$ cat src/rtl/sobel_pkg.sv
// Shared types and constants for the Sobel frame sequencer.
package sobel_pkg;

  // Smallest image side that still yields one 3x3 window.
  localparam int MIN_DIM  = 3;
  // Rows (and columns) covered by the window buffer.
  localparam int WIN_ROWS = 3;

  typedef enum logic [3:0] {
    ST_IDLE      = 4'd0,
    ST_CHECK     = 4'd1,
    ST_ERROR     = 4'd2,
    ST_RD_REQ    = 4'd3,
    ST_RD_WAIT   = 4'd4,
    ST_LOAD      = 4'd5,
    ST_SHIFT     = 4'd6,
    ST_GRAD      = 4'd7,
    ST_GRAD_WAIT = 4'd8,
    ST_WR_REQ    = 4'd9,
    ST_WR_WAIT   = 4'd10,
    ST_ADVANCE   = 4'd11,
    ST_DONE      = 4'd12
  } seq_state_t;

endpackage

$ cat src/rtl/sobel_addr_gen.sv
// Raster counters and address generation for the Sobel sequencer.
// Row bases are kept as running sums (+W per row) so no multiplier is needed.
// The read column counter runs ahead by one after the last read of a window,
// which is exactly the column the next shifted window has to fetch.
module sobel_addr_gen
  import sobel_pkg::*;
#(
  parameter int ADDR_W = 32,
  parameter int DIM_W  = 12
) (
  input  logic              clk,
  input  logic              n_rst,
  input  logic              init,
  input  logic              rd_step,
  input  logic              adv,
  input  logic [DIM_W-1:0]  width,
  input  logic [DIM_W-1:0]  length,
  input  logic [ADDR_W-1:0] base_r,
  input  logic [ADDR_W-1:0] base_w,
  output logic [ADDR_W-1:0] rd_addr,
  output logic [ADDR_W-1:0] wr_addr,
  output logic              last_read,
  output logic              last_col,
  output logic              last_row
);

  logic [DIM_W-1:0]  r_q, r_d, c_q, c_d, col_q, col_d;
  logic [1:0]        k_q, k_d;
  logic [ADDR_W-1:0] row_base_q, row_base_d, rd_row_q, rd_row_d, wr_base_q, wr_base_d;
  logic [ADDR_W-1:0] w_ext, wm2_ext;

  assign w_ext   = ADDR_W'(width);
  assign wm2_ext = ADDR_W'(width - DIM_W'(2));

  assign last_read = (k_q == 2'(WIN_ROWS - 1)) && (col_q == c_q + DIM_W'(2));
  assign last_col  = (c_q == width - DIM_W'(MIN_DIM));
  assign last_row  = (r_q == length - DIM_W'(MIN_DIM));
  assign rd_addr   = rd_row_q + ADDR_W'(col_q);
  assign wr_addr   = wr_base_q + ADDR_W'(c_q);

  // Next-value logic: frame init, per-read step (top-down, then next column), window advance.
  always_comb begin
    r_d        = r_q;
    c_d        = c_q;
    col_d      = col_q;
    k_d        = k_q;
    row_base_d = row_base_q;
    rd_row_d   = rd_row_q;
    wr_base_d  = wr_base_q;
    if (init) begin
      r_d        = '0;
      c_d        = '0;
      col_d      = '0;
      k_d        = '0;
      row_base_d = base_r;
      rd_row_d   = base_r;
      wr_base_d  = base_w;
    end else if (rd_step) begin
      if (k_q == 2'(WIN_ROWS - 1)) begin
        k_d      = '0;
        rd_row_d = row_base_q;
        col_d    = col_q + DIM_W'(1);
      end else begin
        k_d      = k_q + 2'd1;
        rd_row_d = rd_row_q + w_ext;
      end
    end else if (adv) begin
      if (last_col) begin
        c_d        = '0;
        col_d      = '0;
        k_d        = '0;
        r_d        = r_q + DIM_W'(1);
        row_base_d = row_base_q + w_ext;
        rd_row_d   = row_base_q + w_ext;
        wr_base_d  = wr_base_q + wm2_ext;
      end else begin
        c_d = c_q + DIM_W'(1);
      end
    end
  end

  // Counter and accumulator registers.
  always_ff @(posedge clk) begin
    if (!n_rst) begin
      r_q        <= '0;
      c_q        <= '0;
      col_q      <= '0;
      k_q        <= '0;
      row_base_q <= '0;
      rd_row_q   <= '0;
      wr_base_q  <= '0;
    end else begin
      r_q        <= r_d;
      c_q        <= c_d;
      col_q      <= col_d;
      k_q        <= k_d;
      row_base_q <= row_base_d;
      rd_row_q   <= rd_row_d;
      wr_base_q  <= wr_base_d;
    end
  end

endmodule

$ cat src/rtl/sobel_frame_sequencer.sv
// Raster-scan sequencer: reads 3x3 windows over the bus, drives the window
// buffer and gradient unit, and writes each gradient pixel back.
// Bus handshake: mem_req is the valid; it rises with mem_addr/mem_write/mem_wdata
// already stable and holds them until mem_ack (the ready) is sampled high while
// mem_req is high. That cycle completes the transfer; ack with mem_req low is ignored.
module sobel_frame_sequencer
  import sobel_pkg::*;
#(
  parameter int ADDR_W = 32,
  parameter int DIM_W  = 12
) (
  input  logic              clk,
  input  logic              n_rst,
  input  logic              start,
  input  logic [DIM_W-1:0]  width,
  input  logic [DIM_W-1:0]  length,
  input  logic [ADDR_W-1:0] base_addr_r,
  input  logic [ADDR_W-1:0] base_addr_w,
  output logic              mem_req,
  output logic              mem_write,
  output logic [ADDR_W-1:0] mem_addr,
  output logic [7:0]        mem_wdata,
  input  logic              mem_ack,
  input  logic [7:0]        mem_rdata,
  output logic              win_load,
  output logic [7:0]        win_pixel,
  output logic              win_shift,
  output logic              grad_start,
  input  logic              grad_done,
  input  logic [7:0]        grad_value,
  output logic              busy,
  output logic              frame_done,
  output logic              cfg_error,
  output seq_state_t        dbg_state
);

  seq_state_t        state_q, state_d;
  logic              mem_req_q, mem_req_d, mem_write_q, mem_write_d;
  logic [ADDR_W-1:0] mem_addr_q, mem_addr_d;
  logic [7:0]        mem_wdata_q, mem_wdata_d, win_pixel_q, win_pixel_d;
  logic              win_load_q, win_load_d, win_shift_q, win_shift_d;
  logic              grad_start_q, grad_start_d, busy_q, busy_d;
  logic              frame_done_q, frame_done_d, cfg_error_q, cfg_error_d;
  logic [DIM_W-1:0]  width_q, width_d, length_q, length_d;
  logic [ADDR_W-1:0] base_r_q, base_r_d, base_w_q, base_w_d;
  logic              ag_init, ag_rd_step, ag_adv;
  logic [ADDR_W-1:0] ag_rd_addr, ag_wr_addr;
  logic              ag_last_read, ag_last_col, ag_last_row;

  sobel_addr_gen #(.ADDR_W(ADDR_W), .DIM_W(DIM_W)) u_addr_gen (
    .clk       (clk),
    .n_rst     (n_rst),
    .init      (ag_init),
    .rd_step   (ag_rd_step),
    .adv       (ag_adv),
    .width     (width_q),
    .length    (length_q),
    .base_r    (base_r_q),
    .base_w    (base_w_q),
    .rd_addr   (ag_rd_addr),
    .wr_addr   (ag_wr_addr),
    .last_read (ag_last_read),
    .last_col  (ag_last_col),
    .last_row  (ag_last_row)
  );

  // Sequencer next-state and registered-output logic; pulses default low.
  always_comb begin
    state_d      = state_q;
    mem_req_d    = mem_req_q;
    mem_write_d  = mem_write_q;
    mem_addr_d   = mem_addr_q;
    mem_wdata_d  = mem_wdata_q;
    win_pixel_d  = win_pixel_q;
    busy_d       = busy_q;
    width_d      = width_q;
    length_d     = length_q;
    base_r_d     = base_r_q;
    base_w_d     = base_w_q;
    win_load_d   = 1'b0;
    win_shift_d  = 1'b0;
    grad_start_d = 1'b0;
    frame_done_d = 1'b0;
    cfg_error_d  = 1'b0;
    ag_init      = 1'b0;
    ag_rd_step   = 1'b0;
    ag_adv       = 1'b0;
    case (state_q)
      ST_IDLE: if (start) begin
        width_d  = width;
        length_d = length;
        base_r_d = base_addr_r;
        base_w_d = base_addr_w;
        busy_d   = 1'b1;
        state_d  = ST_CHECK;
      end
      ST_CHECK: begin
        if ((width_q < DIM_W'(MIN_DIM)) || (length_q < DIM_W'(MIN_DIM))) begin
          cfg_error_d = 1'b1;
          busy_d      = 1'b0;
          state_d     = ST_ERROR;
        end else begin
          ag_init = 1'b1;
          state_d = ST_RD_REQ;
        end
      end
      ST_RD_REQ: begin
        mem_req_d   = 1'b1;
        mem_write_d = 1'b0;
        mem_addr_d  = ag_rd_addr;
        state_d     = ST_RD_WAIT;
      end
      ST_RD_WAIT: if (mem_ack) begin
        mem_req_d   = 1'b0;
        win_load_d  = 1'b1;
        win_pixel_d = mem_rdata;
        state_d     = ST_LOAD;
      end
      ST_LOAD: begin
        ag_rd_step = 1'b1;
        if (ag_last_read) begin
          grad_start_d = 1'b1;
          state_d      = ST_GRAD;
        end else begin
          state_d = ST_RD_REQ;
        end
      end
      ST_SHIFT:     state_d = ST_RD_REQ;
      ST_GRAD:      state_d = ST_GRAD_WAIT;
      ST_GRAD_WAIT: if (grad_done) begin
        mem_wdata_d = grad_value;
        state_d     = ST_WR_REQ;
      end
      ST_WR_REQ: begin
        mem_req_d   = 1'b1;
        mem_write_d = 1'b1;
        mem_addr_d  = ag_wr_addr;
        state_d     = ST_WR_WAIT;
      end
      ST_WR_WAIT: if (mem_ack) begin
        mem_req_d   = 1'b0;
        mem_write_d = 1'b0;
        state_d     = ST_ADVANCE;
      end
      ST_ADVANCE: begin
        if (ag_last_col && ag_last_row) begin
          frame_done_d = 1'b1;
          busy_d       = 1'b0;
          state_d      = ST_DONE;
        end else begin
          ag_adv = 1'b1;
          if (ag_last_col) begin
            state_d = ST_RD_REQ;
          end else begin
            win_shift_d = 1'b1;
            state_d     = ST_SHIFT;
          end
        end
      end
      ST_DONE, ST_ERROR: state_d = ST_IDLE;
      default:           state_d = ST_IDLE;
    endcase
  end

  // State, handshake outputs and configuration latches.
  always_ff @(posedge clk) begin
    if (!n_rst) begin
      state_q      <= ST_IDLE;
      mem_req_q    <= 1'b0;
      mem_write_q  <= 1'b0;
      mem_addr_q   <= '0;
      mem_wdata_q  <= '0;
      win_pixel_q  <= '0;
      win_load_q   <= 1'b0;
      win_shift_q  <= 1'b0;
      grad_start_q <= 1'b0;
      busy_q       <= 1'b0;
      frame_done_q <= 1'b0;
      cfg_error_q  <= 1'b0;
      width_q      <= '0;
      length_q     <= '0;
      base_r_q     <= '0;
      base_w_q     <= '0;
    end else begin
      state_q      <= state_d;
      mem_req_q    <= mem_req_d;
      mem_write_q  <= mem_write_d;
      mem_addr_q   <= mem_addr_d;
      mem_wdata_q  <= mem_wdata_d;
      win_pixel_q  <= win_pixel_d;
      win_load_q   <= win_load_d;
      win_shift_q  <= win_shift_d;
      grad_start_q <= grad_start_d;
      busy_q       <= busy_d;
      frame_done_q <= frame_done_d;
      cfg_error_q  <= cfg_error_d;
      width_q      <= width_d;
      length_q     <= length_d;
      base_r_q     <= base_r_d;
      base_w_q     <= base_w_d;
    end
  end

  assign mem_req    = mem_req_q;
  assign mem_write  = mem_write_q;
  assign mem_addr   = mem_addr_q;
  assign mem_wdata  = mem_wdata_q;
  assign win_load   = win_load_q;
  assign win_pixel  = win_pixel_q;
  assign win_shift  = win_shift_q;
  assign grad_start = grad_start_q;
  assign busy       = busy_q;
  assign frame_done = frame_done_q;
  assign cfg_error  = cfg_error_q;
  assign dbg_state  = state_q;

endmodule

$ cat config.mk
export PLATFORM = sky130hd
export DESIGN_NAME = sobel_frame_sequencer
export DESIGN_NICKNAME = d
export VERILOG_FILES = /design/src/rtl/sobel_pkg.sv /design/src/rtl/sobel_addr_gen.sv /design/src/rtl/sobel_frame_sequencer.sv
export SDC_FILE = /design/constraint.sdc
export NUM_CORES = 1
export LEC_CHECK = 0
export CORE_MARGIN = 5
export CORE_UTILIZATION = 50
export CTS_CLUSTER_DIAMETER = 80
export CTS_CLUSTER_SIZE = 40
export DETAILED_ROUTE_END_ITERATION = 16
export PLACE_DENSITY = 0.71
export SYNTH_ARGS = -nofsm -noshare
export SYNTH_HDL_FRONTEND = slang
export SYNTH_SLANG_ARGS = --single-unit
$ cat constraint.sdc
create_clock -name clk -period 5.45 [get_ports clk]
set_input_delay 0.545 -clock clk [delete_from_list [all_inputs] [get_ports clk]]
set_output_delay 0.545 -clock clk [all_outputs]
set_load 0.02 [all_outputs]
# After elaboration in Yosys (flattened, before gate mapping)
# Index checks and enable logic that the tools add are counted.
# word_totals
elab_cells,146
reg_bits,282
mem_bits_rw,0
n_memories,0
mem_bits_ro,0
latchBits,0
# op_classes
bitwise_logic,3
n_div,0
eq_ne,23
add_sub_neg,13
magnitude_cmp,2
reduce_logical,35
n_shift,0
mul,0
n_mux,47
# op_table
cell,count
32-bit 2-to-1 mux,11
32-bit by 12-bit adder with 32-bit output,4
32-bit one-hot mux with 2 select lines,1
12-bit 2-to-1 mux,5
4-bit one-hot mux with 11 select lines,1
"12-bit by 1-bit adder with 12-bit output, second input constant",3
12-bit equality test,3
32-bit adder,1
"12-bit by 2-bit less-than comparator with 1-bit output, second input constant",2
2-bit AND reduction,12
"12-bit by 2-bit subtractor with 12-bit output, second input constant",2
4-bit 2-to-1 mux,5
"4-bit by 3-bit equality test with 1-bit output, second input constant",4
"4-bit equality test, second input constant",4
1-bit 2-to-1 mux,15
"2-bit != test, second input constant",7
"12-bit by 2-bit subtractor with 13-bit output, second input constant",1
"12-bit by 2-bit adder with 12-bit output, second input constant",1
2-bit nonzero test,6
3-bit nonzero test,4
3-bit AND reduction,3
2-bit 2-to-1 mux,4
4-bit AND reduction,2
3-bit 2-to-1 mux,2
other kinds (13),20

# Depth between registers and ports, before layout
# logic_depth
word_depth,8
ltp_mapped,18
depth_no_buf,17

# By module
# Synthesis repeated with hierarchy kept, for this count alone.
# unflattened
hier_cells,2362
hier_area_um2,18232.5
# modules_own_cells
module,area_per_inst_um2,cells_each,seq_area_each_um2,n_inst
sobel_addr_gen,12553.3,1698,2682.6,1
sobel_frame_sequencer,5679.2,664,2962.8,1

# Worst setup path after synthesis
# OpenSTA, ideal clock, no wires.
# synth_path
kind,register -> register
startpoint,reg width_q[4]
endpoint,reg u_addr_gen.wr_base_q[30]
arrival_time_ps,3901
period_less_slack_ps,3971
path_stages_with_launch,17
path_slack_ps,1479
required_time_ps,5380
n_path_buf,1
path_cell_list,dfxtp_1 buf_2 nor3_2 nand2_1 nor2_1 nand3_1 inv_1 ha_1 a21oi_1 o21ai_0 or4_1 o211ai_1 o31ai_1 a221oi_1 o21ai_1 mux2_2 a21oi_1
# synth_via
elab_chain_len,7
word_cells_on_any_way,19
cone_classes,3 x add/sub; 1 x order compare; 2 x eq/ne; 8 x mux; 5 x reduce/logical
# synth_lines
item,line_no,rtl
from (decl),sobel_frame_sequencer.sv:44,"logic [DIM_W-1:0] width_q, width_d, length_q, length_d;"
from (signal assigned),sobel_frame_sequencer.sv:197,width_q <= width_d;
branches (longest 7 deep; another with 32-bit adder),-,
to (signal assigned),sobel_addr_gen.sv:99,wr_base_q <= wr_base_d;
to (decl),sobel_addr_gen.sv:29,"logic [ADDR_W-1:0] row_base_q, row_base_d, rd_row_q, rd_row_d, wr_base_q, wr_base_d;"
# Several ways; the timed one is not identified. The select of a mux whose other input is x is not followed.
# A chain may end at the register's enable or synchronous reset.

# Worst setup path after layout
# layout_path
startpoint,reg width_q[1]
endpoint,reg u_addr_gen.wr_base_q[30]
# The elaborated chain is that of the path after synthesis.

==> run summary <==
Crit-path max cell delay - 0.49 ns
TritonCTS buffer count - 20
Fraction of layout cells with a size suffix above 1 - 3.89%
Hpwl dp - 45.7 mm
Initial antenna violation count - 0
Remaining DRCs - 0
Worst Setup SP - width_q[1]
Antenna Violating Nets Remaining - 0
Post-synthesis cell count - 2,390
GP Congestion - 0.956
Logic pwr share - 26.3%
Leak - 7.99 nW
Vias per std cell - 6.16
Critical Path Sink Type - flop
TritonCTS clock tree - done
Status - complete, no violations
Number of flops mapped to enable cells by yosys - 0
Routed vias - 18,100
Post-synthesis cell area - 0.0182 mm2
RSZ-0062 raised after global routing - false
Pre-CTS setup slack - 1.08 ns
Core area - 0.0357 mm2
Global-route wire length before repair - 96.6 mm
Largest net degree at the start of global routing - 89
Post-synth cell types - 86
CTS HTree Levels - 1
Initial core utilization - 50.9%
Post-route setup TNS - 0 ns
Worst-Margin Slew - 1.07 ns
Post-synthesis sequential area ratio - 31.0%
Syn avg cell area - 7.61 um2
Post-route cell area - 0.0208 mm2
Final setup viols - 0
Final Power - 5.80 mW
Final #Nets - 2,657
Worst Path Max Fanout - 7
Detailed Route Iter0 Violations - 1,868
Post-synth top area share - 31.0%
Critical Path AT - 4.92 ns
Post_cts resized - 0
Area of the multi-input gates - 0.0118 mm2
Placement Rows - 69
Synthesized Nets - 2,592
Period utilisation layout - 81.7%
IR drop worst, VDD - 0.325 mV
Kind of critical path - reg2reg
DP Area - 0.0200 mm2
Crit start category - flop
CTS Hold Bufs - 0
Rel. slew slack - 28.8%
Total grt overflow - 0
Area Growth Syn to Fin - 14.2%
Vias in the first global route - 17,000
Yosys warnings - 0
Clk sinks - 282
Sequential power share - 43.0%
Clock Tree Root - clkbuf_16
Worst EP required - 5.92 ns
Worst Skew - 0.0248 ns
Net Sw Frac - 35.9%
Clock slew seen by the registers of the worst setup and hold paths - 0.10 ns
Sequential Area - 0.00565 mm2
Min-Delay Path Class - reg2reg
Internal power - 3.71 mW
Leading area contributor after synthesis - dfxtp_1
Clock power share - 30.8%
Fmax - 0.225 GHz
Die Wd - 201 um
Longest Clk Path Bufs - 3
Max-capacitance violation count - 0
ANT cells - 0
Number of fill cells - 3,432
Worst r2r src - width_q[1]
Final hold viol count - 0
Critical path, cell by cell - inv_1, ha_1, nand2b_1, nor2_1, nand2_1, nor3_1, xor2_1, ha_1, a21oi_1, o21ai_0, or4_1, o211ai_1, o31ai_1, a221oi_1, o21ai_1, mux2_2, a21oi_1
# IOs - 169
CP max stage cell - or4_1
Worst path bufs/invs - 1
Wire per inst - 21.0 um
Fin. max-slew vios - 0
Async S/R FF share, synth - 0%
Ys flop type - dfxtp_1
Power per cell area - 279 mW/mm2
Top cells by area, synth - dfxtp_1 31%, nand2_1 7.7%, a21oi_1 7.0%
Routed WL - 61.4 mm
Largest delay share family, worst path - compound AO/OA/AOI/OAI gates
Port-buffer cells - 168
Total GRT Usage - 29.1%
Min Hold Slack - 0.460 ns
Clock latency on the worst-skew pair - 0.55 ns
TritonRoute pass-1 iters - 5
Sw power - 2.08 mW
HP Start - base_w_q[16]
Post-CTS Setup Inserts - 0
Worst Slack Setup Final - 1.00 ns
Yosys reg bits - 282
Post-layout min period - 4.45 ns
Die height - 201 um
Die area - 0.0403 mm2
[cell usage in the layout, fill, tap and decap left out, types with 14 or more instances in the layout]
cell type / netlist / routed
dfxtp_1: 282 / 282
nand2_1: 375 / 375
nand2b_1: 19 / 19
nand4_1: 43 / 43
nor2_1: 222 / 222
mux2i_1: 21 / 21
inv_1: 48 / 48
xor2_1: 106 / 106
o211ai_1: 20 / 20
clkdlybuf4s50_1: 0 / 167
a21oi_1: 254 / 254
a31oi_1: 24 / 24
nor2b_1: 16 / 15
a21o_1: 28 / 28
o21a_1: 18 / 18
nand3_1: 80 / 78
o221ai_1: 15 / 15
and3_1: 32 / 30
o21ai_0: 115 / 115
a22oi_1: 14 / 14
a211oi_1: 43 / 43
xnor2_1: 106 / 106
clkbuf_16: 0 / 21
nor3_1: 57 / 56
buf_4: 0 / 23
ha_1: 88 / 88
a311oi_1: 21 / 21
[worst register-to-register path, delay by kind of cell (launching register included)]
| kind | cells | cell delay (ns) |
|---|---|---|
| AND/OR/NAND/NOR | 5 | 1.04 |
| AO/OA/AOI/OAI | 7 | 1.63 |
| flip-flops | 1 | 0.40 |
| buffers and inverters | 1 | 0.28 |
| XOR/XNOR | 1 | 0.23 |
| adder cells (fa/ha/maj) | 2 | 0.54 |
| multiplexers | 1 | 0.28 |
[logic make-up after synthesis]
family,Yosys count,share of synthesized area [%]
AO/OA/AOI/OAI,657,22.9
adder cells (fa/ha/maj),93,6.60
AND/OR/NAND/NOR,924,23.3
flip-flops,282,31.0
XOR/XNOR,213,10.3
buffers and inverters,197,4.55
multiplexers,24,1.34
[metal layers]
metal	vias up	global-route usage [%]	wire, um
met1	8587	41.2	27500
met4	0	6.81	1490
li1	8657	-	-
met3	88	4.70	5150
met2	724	47.0	27200
met5	-	0	0
[cell type report]
cell class | count | share of cell area (%)
clock buffer | 22 | 2.60
sequential | 282 | 27.2
multi-input combinational | 1911 | 56.6
timing repair buffer | 191 | 8.90
clock inverter | 14 | 1.09
inverter | 49 | 0.897
tap | 461 | 2.78
[power groups by stage]
| stage | Clock, mW | Combinational (mW) | Sequential (mW) |
|---|---|---|---|
| after CTS | 1.81 | 1.51 | 2.48 |
| after global routing | 1.88 | 1.69 | 2.51 |
| after floorplan | 0 | 1.14 | 2.39 |
| after global placement | 0 | 1.48 | 2.52 |
| after detailed placement | 0 | 1.50 | 2.52 |
| final | 1.78 | 1.52 | 2.49 |
[sequential cells by signal, summed over array words and instances, names as in the netlist, 32 cells and up]
name / cells
base_r_q: 32
base_w_q: 32
mem_addr: 32
u_addr_gen.rd_row_q: 32
u_addr_gen.row_base_q: 32
u_addr_gen.wr_base_q: 32
[cells in the mapped netlist (8+ instances only)]
cell,number
nand2b_1,19
nor4_1,13
buf_2,20
xnor2_1,106
o21bai_1,10
nor2b_1,16
mux2i_1,21
xor2_1,106
a21o_1,28
nand2_1,375
inv_1,48
o21a_1,18
and2_1,11
or3_1,11
o21ai_0,115
clkbuf_1,116
a311oi_1,21
a22oi_1,14
a211oi_1,43
ha_1,88
dfxtp_1,282
o221ai_1,15
a31oi_1,24
nor3_1,57
nand4_1,43
nand3b_1,8
o211ai_1,20
nand3_1,80
a21oi_1,254
and3_1,32
a221oi_1,10
nor2_1,222
[metrics by stage]
stage | cells | util, %
6_report | 2930 | 58.1
5_1_grt | 2930 | 58.1
3_5_place_dp | 2894 | 56.0
2_1_floorplan | 2390 | -
4_1_cts | 2930 | 58.1
3_3_place_gp | 2894 | 56.0
[final timing paths]
path,cells after the start,end,slack (ns)
setup / recovery,17,u_addr_gen.wr_base_q[30],1.0
hold / removal,2,base_w_q[16],0.46
setup reg to reg,17,u_addr_gen.wr_base_q[30],1.0
hold reg to reg,2,base_w_q[16],0.46
(Power assumes the default switching activity.)
